--- src/rtl/cskip_sub_seq_pkg.sv ---
// Shared types and constants for the block-serial borrow-skip subtractor.
package cskip_sub_seq_pkg;

    typedef enum logic [1:0] {
        ST_IDLE = 2'd0,
        ST_RUN  = 2'd1,
        ST_DONE = 2'd2
    } state_t;

    localparam int DEF_WIDTH = 8;
    localparam int DEF_BLK   = 4;

    function automatic int nblk(input int width, input int blk);
        return width / blk;
    endfunction

endpackage

--- src/rtl/cskip_sub_seq_if.sv ---
// Operand/result handshake bundle between producer, subtractor and consumer.
interface cskip_sub_seq_if
    import cskip_sub_seq_pkg::*;
#(
    parameter int WIDTH = DEF_WIDTH,
    parameter int BLK   = DEF_BLK
);
    localparam int NBLK = nblk(WIDTH, BLK);

    logic             in_valid;
    logic             in_ready;
    logic [WIDTH-1:0] a;
    logic [WIDTH-1:0] b;
    logic             out_valid;
    logic             out_ready;
    logic [WIDTH-1:0] diff;
    logic             borrow;
    logic             ovf;
    logic [NBLK-1:0]  skip_mask;

    modport master (
        output in_valid, a, b, out_ready,
        input  in_ready, out_valid, diff, borrow, ovf, skip_mask
    );

    modport slave (
        input  in_valid, a, b, out_ready,
        output in_ready, out_valid, diff, borrow, ovf, skip_mask
    );

endinterface

--- src/rtl/cskip_sub_seq_blk.sv ---
// One combinational borrow-skip block: ripple a + ~b + ci, with a bypass of
// the carry when every bit position propagates.
module skip_sub_blk #(
    parameter int BLK = 4
) (
    input  logic [BLK-1:0] a_s,
    input  logic [BLK-1:0] b_s,
    input  logic           ci,
    output logic [BLK-1:0] d_s,
    output logic           co,
    output logic           p
);
    logic [BLK-1:0] nb;
    logic [BLK-1:0] prop;
    logic           c [BLK+1];

    assign nb   = ~b_s;
    assign prop = a_s ^ nb;
    assign c[0] = ci;

    genvar gi;
    generate
        for (gi = 0; gi < BLK; gi++) begin : g_bit
            assign d_s[gi]  = prop[gi] ^ c[gi];
            assign c[gi+1]  = (a_s[gi] & nb[gi]) | (c[gi] & prop[gi]);
        end
    endgenerate

    // a XNOR b over the whole block means the incoming carry passes straight out
    assign p  = &prop;
    assign co = p ? ci : c[BLK];

endmodule

--- src/rtl/cskip_sub_seq.sv ---
// Block-serial subtractor: one skip block per clock, valid/ready on both sides.
module cskip_sub_seq
    import cskip_sub_seq_pkg::*;
#(
    parameter int WIDTH = DEF_WIDTH,
    parameter int BLK   = DEF_BLK
) (
    input logic              clk,
    input logic              rst,
    cskip_sub_seq_if.slave   bus
);
    localparam int NBLK  = nblk(WIDTH, BLK);
    localparam int CNT_W = (NBLK > 1) ? $clog2(NBLK) : 1;
    localparam int MSB   = WIDTH - 1;

    state_t           state_q, state_d;
    logic [CNT_W-1:0] cnt_q, cnt_d;
    logic [WIDTH-1:0] a_q, a_d;
    logic [WIDTH-1:0] b_q, b_d;
    logic             carry_q, carry_d;
    logic [WIDTH-1:0] diff_q, diff_d;
    logic             borrow_q, borrow_d;
    logic             ovf_q, ovf_d;
    logic [NBLK-1:0]  mask_q, mask_d;
    logic             in_ready_q, in_ready_d;
    logic             out_valid_q, out_valid_d;

    logic [BLK-1:0]   blk_a, blk_b, blk_d;
    logic             blk_co, blk_p;

    assign blk_a = a_q[cnt_q*BLK +: BLK];
    assign blk_b = b_q[cnt_q*BLK +: BLK];

    skip_sub_blk #(.BLK(BLK)) u_blk (
        .a_s (blk_a),
        .b_s (blk_b),
        .ci  (carry_q),
        .d_s (blk_d),
        .co  (blk_co),
        .p   (blk_p)
    );

    always_comb begin
        state_d  = state_q;
        cnt_d    = cnt_q;
        a_d      = a_q;
        b_d      = b_q;
        carry_d  = carry_q;
        diff_d   = diff_q;
        borrow_d = borrow_q;
        ovf_d    = ovf_q;
        mask_d   = mask_q;
        case (state_q)
            ST_IDLE: begin
                if (bus.in_valid) begin
                    a_d     = bus.a;
                    b_d     = bus.b;
                    carry_d = 1'b1;
                    cnt_d   = '0;
                    state_d = ST_RUN;
                end
            end
            ST_RUN: begin
                diff_d[cnt_q*BLK +: BLK] = blk_d;
                mask_d[cnt_q]            = blk_p;
                carry_d                  = blk_co;
                if (cnt_q == CNT_W'(NBLK - 1)) begin
                    // top block's fresh sum bits supply the result sign
                    borrow_d = ~blk_co;
                    ovf_d    = (a_q[MSB] != b_q[MSB]) & (blk_d[BLK-1] != a_q[MSB]);
                    state_d  = ST_DONE;
                end else begin
                    cnt_d = cnt_q + 1'b1;
                end
            end
            ST_DONE: begin
                if (bus.out_ready) begin
                    state_d = ST_IDLE;
                end
            end
            default: state_d = ST_IDLE;
        endcase
        in_ready_d  = (state_d == ST_IDLE);
        out_valid_d = (state_d == ST_DONE);
    end

    always_ff @(posedge clk) begin
        if (rst) begin
            state_q     <= ST_IDLE;
            cnt_q       <= '0;
            a_q         <= '0;
            b_q         <= '0;
            carry_q     <= 1'b0;
            diff_q      <= '0;
            borrow_q    <= 1'b0;
            ovf_q       <= 1'b0;
            mask_q      <= '0;
            in_ready_q  <= 1'b1;
            out_valid_q <= 1'b0;
        end else begin
            state_q     <= state_d;
            cnt_q       <= cnt_d;
            a_q         <= a_d;
            b_q         <= b_d;
            carry_q     <= carry_d;
            diff_q      <= diff_d;
            borrow_q    <= borrow_d;
            ovf_q       <= ovf_d;
            mask_q      <= mask_d;
            in_ready_q  <= in_ready_d;
            out_valid_q <= out_valid_d;
        end
    end

    assign bus.in_ready  = in_ready_q;
    assign bus.out_valid = out_valid_q;
    assign bus.diff      = diff_q;
    assign bus.borrow    = borrow_q;
    assign bus.ovf       = ovf_q;
    assign bus.skip_mask = mask_q;

endmodule

--- src/flat_wrapper.sv ---
// flat-port wrapper written by rule: the top's interface ports become plain ports
module cskip_sub_seq_flat import cskip_sub_seq_pkg::*;
#(
    parameter int WIDTH = DEF_WIDTH,
    parameter int BLK   = DEF_BLK
)
  (clk, rst, bus_in_valid, bus_a, bus_b, bus_out_ready, bus_in_ready, bus_out_valid, bus_diff, bus_borrow, bus_ovf, bus_skip_mask);
  cskip_sub_seq_if #(.WIDTH(WIDTH), .BLK(BLK)) bus_i ();
  input logic clk;
  input logic rst;
  input wire logic [$bits(bus_i.in_valid)-1:0] bus_in_valid;
  input wire logic [$bits(bus_i.a)-1:0] bus_a;
  input wire logic [$bits(bus_i.b)-1:0] bus_b;
  input wire logic [$bits(bus_i.out_ready)-1:0] bus_out_ready;
  output wire logic [$bits(bus_i.in_ready)-1:0] bus_in_ready;
  output wire logic [$bits(bus_i.out_valid)-1:0] bus_out_valid;
  output wire logic [$bits(bus_i.diff)-1:0] bus_diff;
  output wire logic [$bits(bus_i.borrow)-1:0] bus_borrow;
  output wire logic [$bits(bus_i.ovf)-1:0] bus_ovf;
  output wire logic [$bits(bus_i.skip_mask)-1:0] bus_skip_mask;
  assign bus_i.in_valid = bus_in_valid;
  assign bus_i.a = bus_a;
  assign bus_i.b = bus_b;
  assign bus_i.out_ready = bus_out_ready;
  assign bus_in_ready = bus_i.in_ready;
  assign bus_out_valid = bus_i.out_valid;
  assign bus_diff = bus_i.diff;
  assign bus_borrow = bus_i.borrow;
  assign bus_ovf = bus_i.ovf;
  assign bus_skip_mask = bus_i.skip_mask;
  cskip_sub_seq #(.WIDTH(WIDTH), .BLK(BLK)) u_core (.clk(clk), .rst(rst), .bus(bus_i));
endmodule
--- config.mk ---
export PLATFORM = sky130hd
export DESIGN_NAME = cskip_sub_seq_flat
export DESIGN_NICKNAME = d
export VERILOG_FILES = /design/src/rtl/cskip_sub_seq_pkg.sv /design/src/rtl/cskip_sub_seq_if.sv /design/src/rtl/cskip_sub_seq_blk.sv /design/src/rtl/cskip_sub_seq.sv /design/src/flat_wrapper.sv
export SDC_FILE = /design/constraint.sdc
export NUM_CORES = 1
export LEC_CHECK = 0
export CAP_MARGIN = 0
export CORE_MARGIN = 1.5
export CORE_UTILIZATION = 45
export CTS_CLUSTER_DIAMETER = 60
export DETAILED_ROUTE_END_ITERATION = 8
export GPL_TIMING_DRIVEN = 0
export PLACE_DENSITY = 0.83
export SLEW_MARGIN = 20
export SYNTH_ARGS = -nofsm -noshare
export SYNTH_HDL_FRONTEND = slang
export SYNTH_HIERARCHICAL = 1
export SYNTH_SLANG_ARGS = --single-unit
export TNS_END_PERCENT = 1
--- constraint.sdc ---
create_clock -name clk -period 3.3 [get_ports clk]
set_input_delay 0.66 -clock clk [delete_from_list [all_inputs] [get_ports clk]]
set_output_delay 0.66 -clock clk [all_outputs]
set_load 0.02 [all_outputs]
======== Word-level counts from Yosys, hierarchy flattened ========
Cells that the tools add are included.
storage, ports and cells
  output and inout port bits .............. 14
  logic and storage cells ................. 67
  register bits after elaboration ......... 34
  input bits .............................. 20
cells by class
  order comparisons ....................... 2
  reduce and logical (&&, ||, !) cells .... 8
  bitwise logic cells ..................... 20
  shifts and indexed selects .............. 4
  add/sub/neg operators ................... 2
  multiplexer cells ....................... 14
  eq/ne operators ......................... 6
operators by type and width
  operator                count
  $neg 3->34              1
  $shift 4x34->8 const A  1
  $shiftx 4x34->8         1
  $shiftx 8x4->4          2
  $and 1x1->1             9
  $bwmux 8                1
  $mux 2                  3
  $pmux 2 s3              1
  $reduce_and 2->1        3
  $mux 1                  5
  $eq 2x2->1 const B      2
  $logic_not 2->1         2
  $not 4->4               1
  $or 1x1->1              4
  $pmux 1 s2              2
  $reduce_and 4->1        1
  $xor 1x1->1             4
  $xor 4x4->4             1
  $bwmux 2                1
  $eq 2x1->1 const B      1
  $lt 1x2->1 const B      1
  $ne 1x1->1              2
  $ne 2x2->1 const B      1
  $reduce_bool 2->1       1
  other kinds (5)         5

======== Depth between registers and ports, before layout ========
  depth after elaboration ................. 13
  gate-level depth with buffers ........... 12
  depth with buffers taken out ............ 11

======== Modules after synthesis ========
Netlist, hierarchy kept.
by module, submodules not included
  module         cells an instance  area each (um2)  times used  sequential area each (um2)
  cskip_sub_seq  148                1353.8           1           680.7
  skip_sub_blk   22                 201.4            1           0.0

======== Worst setup path after synthesis ========
No wires, ideal clock.
  path kind ............................... register to register
  from .................................... register u_core.cnt_q
  to ...................................... register u_core.ovf_q, in the netlist u_core/bus.ovf
  required time ........................... 3209 ps
  setup time .............................. 91 ps
  period minus slack after synthesis ...... 3187 ps
  path buffers ............................ 1
  arrival time ............................ 3096 ps
  slack ................................... 113 ps
  cell stages (with the launch flop) ...... 12
  cells stage by stage .................... dfxtp_1 -> buf_2 -> mux2_2 -> fa_1 -> inv_1 -> fa_1 -> inv_1 -> fa_1 -> inv_1 -> fa_1 -> or3b_2 -> a311oi_1
on the way
  cells in the longest elaborated chain, start to end .. 12
  elaborated cells between the ends (all ways) .. 17
  classes of those cells .................. 1 x eq/ne; 2 x shift; 13 x bitwise; 1 x reduce/logical
RTL lines
  item                    line                     source
  start, declared         cskip_sub_seq.sv:17      logic [CNT_W-1:0] cnt_q, cnt_d;
  start signal, assigned  cskip_sub_seq.sv:102     cnt_q <= cnt_d;
  $shiftx 8x4->4 (*)      cskip_sub_seq.sv:32      assign blk_b = b_q[cnt_q*BLK +: BLK];
  via u_core.blk_b[0]     cskip_sub_seq.sv:28      logic [BLK-1:0] blk_a, blk_b, blk_d;
  $not 4->4 (*)           cskip_sub_seq_blk.sv:17  assign nb = ~b_s;
  $xor 4x4->4             cskip_sub_seq_blk.sv:18  assign prop = a_s ^ nb;
  $and 1x1->1             cskip_sub_seq_blk.sv:25  assign c[gi+1] = (a_s[gi] & nb[gi]) | (c[gi] & prop[gi]);
  $or 1x1->1 (*)          cskip_sub_seq_blk.sv:25
  $and 1x1->1 (*)         cskip_sub_seq_blk.sv:25
  $or 1x1->1 (*)          cskip_sub_seq_blk.sv:25
  $and 1x1->1 (*)         cskip_sub_seq_blk.sv:25
  $or 1x1->1 (*)          cskip_sub_seq_blk.sv:25
  $xor 1x1->1 (*)         cskip_sub_seq_blk.sv:24  assign d_s[gi] = prop[gi] ^ c[gi];
  via u_core.blk_d[3]     cskip_sub_seq.sv:28
  $ne 1x1->1 (*)          cskip_sub_seq.sv:70      ovf_d = (a_q[MSB] != b_q[MSB]) & (blk_d[BLK-1] != a_q[MSB]);
  $and 1x1->1 (*)         cskip_sub_seq.sv:70
  end signal, assigned    cskip_sub_seq.sv:108     ovf_q <= ovf_d;
  end, declared           cskip_sub_seq.sv:23      logic ovf_q, ovf_d;
The timed path passes the listed nets; every way through them passes the cells marked *.
A chain may end at the register's enable or synchronous reset.

======== Final worst setup path ========
Ends and elaborated chain as after synthesis.

==> flow_metrics.py <==
metrics = {
    "synthesis": {
        "synth.area.top_cells": "dfxtp_1 (44%), nand2_1 (10%), a21oi_1 (7.4%), mux2_2 (5.8%), fa_1 (5.1%)",
        "synth-warning-count": 6,
        "synthDistinctLibCells": 28,
        "synth_area_per_cell_sq_um": 9.15,
        "synth_top_area_share": 0.438,
        "syn_nets": 198,
        "synth-seq-cells": 34,
        "synth-main-ff-cell": "dfxtp_1",
        "yosysSeqAreaShare": 0.438,
        "yosysTopAreaCell": "dfxtp_1",
        "synth_edf_count": 0,
        "synthesis.area_sq_um": 1560,
        "syn_inst": 170,
        "synthTopCellsByCount": "nand2_1 (42), dfxtp_1 (34), a21oi_1 (23)",
        "synth.most_common_cell": "nand2_1",
        "synthArstFlopShare": 0,
    },
    "worst_setup_path": {
        "worst-path-max-fanout": 8,
        "startpoint_type": "register",
        "path_buf_inv": 3,
        "reg2reg_slack_ps": 150,
        "rr_endpoint": "u_core/bus.ovf",
        "crit_slowest_cell": "or3b_2",
        "crit_type": "reg -> reg",
        "cp_slowest_stage_delay_ps": 470,
        "r2r_cells": 10,
        "cp_top_family": "adder cells",
        "crit_cells": 10,
        "cp_cell_sequence": "mux2_2 > fa_1 > inv_1 > fa_1 > inv_1 > fa_1 > inv_1 > fa_2 > or3b_2 > a311oi_2",
        "crit_path_end_kind": "register",
        "startpoint": "u_core/cnt_q",
        "worst_ep_arrival_time_ps": 3390,
        "crit_end": "u_core/bus.ovf",
        "critPathRequiredTime_ps": 3540,
        "r2r_start": "u_core/cnt_q",
    },
    "power": {
        "power.density_nw_per_um2": 447,
        "clock_power_share": 0.231,
        "fin_total_pwr_mw": 0.901,
        "seqPwrFrac": 0.510,
        "p_comb_frac": 0.260,
        "p_sw_frac": 0.287,
        "leakagePower_nw": 0.783,
        "p_sw_mw": 0.258,
        "power.internal_mw": 0.643,
        "max-vdd-ir-drop_uv": 253,
    },
    "timing": {
        "drv_slew": 0,
        "finClkSkew_ps": 9.77,
        "period_needed_ps": 3150,
        "max_slew_margin": 0.662,
        "fin_crit_sh": 0.955,
        "rsz0062_at_grt": "no",
        "setup_viol_count_final": 0,
        "hold_violations": 0,
        "worstMarginPinSlew_ps": 507,
        "layout_setup_ws_ps": 149,
        "fmax_mhz": 317,
        "hold_ws_ps": 458,
    },
    "floorplan": {
        "io_pins": 34,
        "fp.dieH_um": 61.8,
        "fp.dieArea_sq_um": 3820,
        "fp.coreArea_sq_um": 3340,
        "initial_core_util": 0.466,
        "die_width_um": 61.8,
        "core.rowCount": 21,
    },
    "layout": {
        "design_area_sq_um": 2020,
        "drive_above_1_share": 0.160,
        "synthToLayoutAreaGrowth_pct": 29.8,
        "fin_util": 0.605,
        "antenna_cells": 0,
        "num-nets-final": 240,
        "fillers": 323,
    },
    "place": {
        "portBuffers": 33,
        "dp.final_hpwl_um": 2190,
        "globalplace.congestion": 0.738,
        "placed_area_sq_um": 1940,
        "post-place-ws_ps": -101,
    },
    "global_routing": {
        "grt_usage": 0.181,
        "grt_pass1_vias": 1140,
        "antenna_found_initial": 0,
        "grt_overflow": 0,
        "grt_max_degree": 11,
        "grt_pass1_wl_um": 4950,
    },
    "clock_tree": {
        "path_clk_slew_ps": 100,
        "cts_tree": "yes",
        "cts_root_buf": "clkbuf_4",
        "clock_path_buffers": 2,
        "clock_latency_ps": 330,
        "htreeDepth": 2,
        "cts.sinks": 34,
        "cts_buffers": 5,
    },
    "status": {
        "status": "completed",
    },
    "hold_path": {
        "hp-class": "reg -> reg",
    },
    "detailed_routing": {
        "detail_route.iter0.violations": 57,
        "drt-pass1-iter-count": 4,
        "wl_um": 2910,
        "wl_per_cell_um": 11.3,
        "postRouteAntennaNets": 0,
        "route.detailed.drc": 0,
        "num_vias": 1243,
        "via_per_inst": 4.82,
    },
    "flow_run": {
        "maxCapViolCount": 0,
    },
}
## power groups by stage
stage               combinational [mW]  clock, mW  sequential [mW]
floorplan                        0.136          0            0.479
global placement                 0.224          0            0.466
detailed placement               0.229          0            0.468
CTS                              0.231      0.214            0.459
global route                     0.261      0.235            0.463
finish                           0.234      0.208            0.459
## registers in the layout (all words and copies together), names as in the netlist
signal,cells
u_core/a_q,8
u_core/bus.diff,8
u_core/bus.skip_mask,2
u_core/bus.borrow,1
u_core/cnt_q,1
u_core/bus.out_valid,1
u_core/bus.ovf,1
u_core/carry_q,1
u_core/state_q,2
u_core/b_q,8
u_core/bus.in_ready,1
## how the worst min path moves through the flow
stage | start | end | slack, ps | cells past startpoint
floorplan | u_core/a_q[4] | u_core/a_q[4] | 430 | 2
global placement | u_core/b_q[4] | u_core/b_q[4] | 440 | 2
CTS | u_core/b_q[6] | u_core/b_q[6] | 460 | 2
global route | u_core/a_q[0] | u_core/a_q[0] | 480 | 2
detailed placement | u_core/b_q[6] | u_core/b_q[6] | 440 | 2
finish | u_core/b_q[6] | u_core/b_q[6] | 460 | 2
## repair_timing
| item | CTS | global route |
|---|---|---|
| hold buffers | 0 | 0 |
| endpoints found under the hold margin | 0 | 0 |
| setup buffers | 0 | 3 |
| resized for setup | 3 | 3 |
| setup endpoints to repair | 1 | 1 |
## placed cells by master (no fill, tap or decap), types with 2 or more instances in the layout
cell / instances
inv_1: 14
fa_1: 3
dfxtp_1: 33
mux2i_1: 5
nor2_1: 10
nand2_1: 42
a21oi_1: 23
nor3b_4: 2
ha_1: 4
clkbuf_1: 5
clkdlybuf4s50_1: 33
nand3b_1: 2
mux2_2: 8
or3b_2: 2
clkbuf_4: 5
buf_6: 2
buf_4: 5
## tightest hold or removal path, cell delays in order, from the launching register on
cell	delay (ps)
dfxtp_1	320
nand2_1	50
a21oi_1	50
## area by class of cell
class / instances / area (sq um) / area share
Buffer: 8 / 63.8 / 0.0316
Clock buffer: 7 / 45.0 / 0.0223
Inverter: 14 / 52.6 / 0.0260
Multi-Input combinational cell: 113 / 762 / 0.378
Sequential cell: 34 / 684 / 0.339
Tap cell: 46 / 57.6 / 0.0285
Timing Repair Buffer: 36 / 353 / 0.175
## metrics by stage
| step | TNS, ps | std cells |
|---|---|---|
| CTS | 0 | 256 |
| floorplan | 0 | 170 |
| global placement | -28.8 | 249 |
| global route | 0 | 258 |
| detailed placement | -101 | 249 |
| finish | 0 | 258 |
## kinds of logic (layout without fill, tap and decap cells)
group                    after synthesis  in the layout  synth area share
AND/OR/NAND/NOR                       62             62             0.196
flip-flops                            34             34             0.438
AO/OA/AOI/OAI                         29             29             0.105
buffers and inverters                 23             65            0.0780
multiplexers                          14             14            0.0998
adder cells (fa/ha/maj)                8              8            0.0837
## routing by layer
metal / GRT usage / wire length (um)
met1: 0.223 / 1380
met2: 0.296 / 1380
met3: 0.0621 / 109
met4: 0.0638 / 36
met5: 0 / 0
Note: power is estimated with default switching activity, not from simulation.
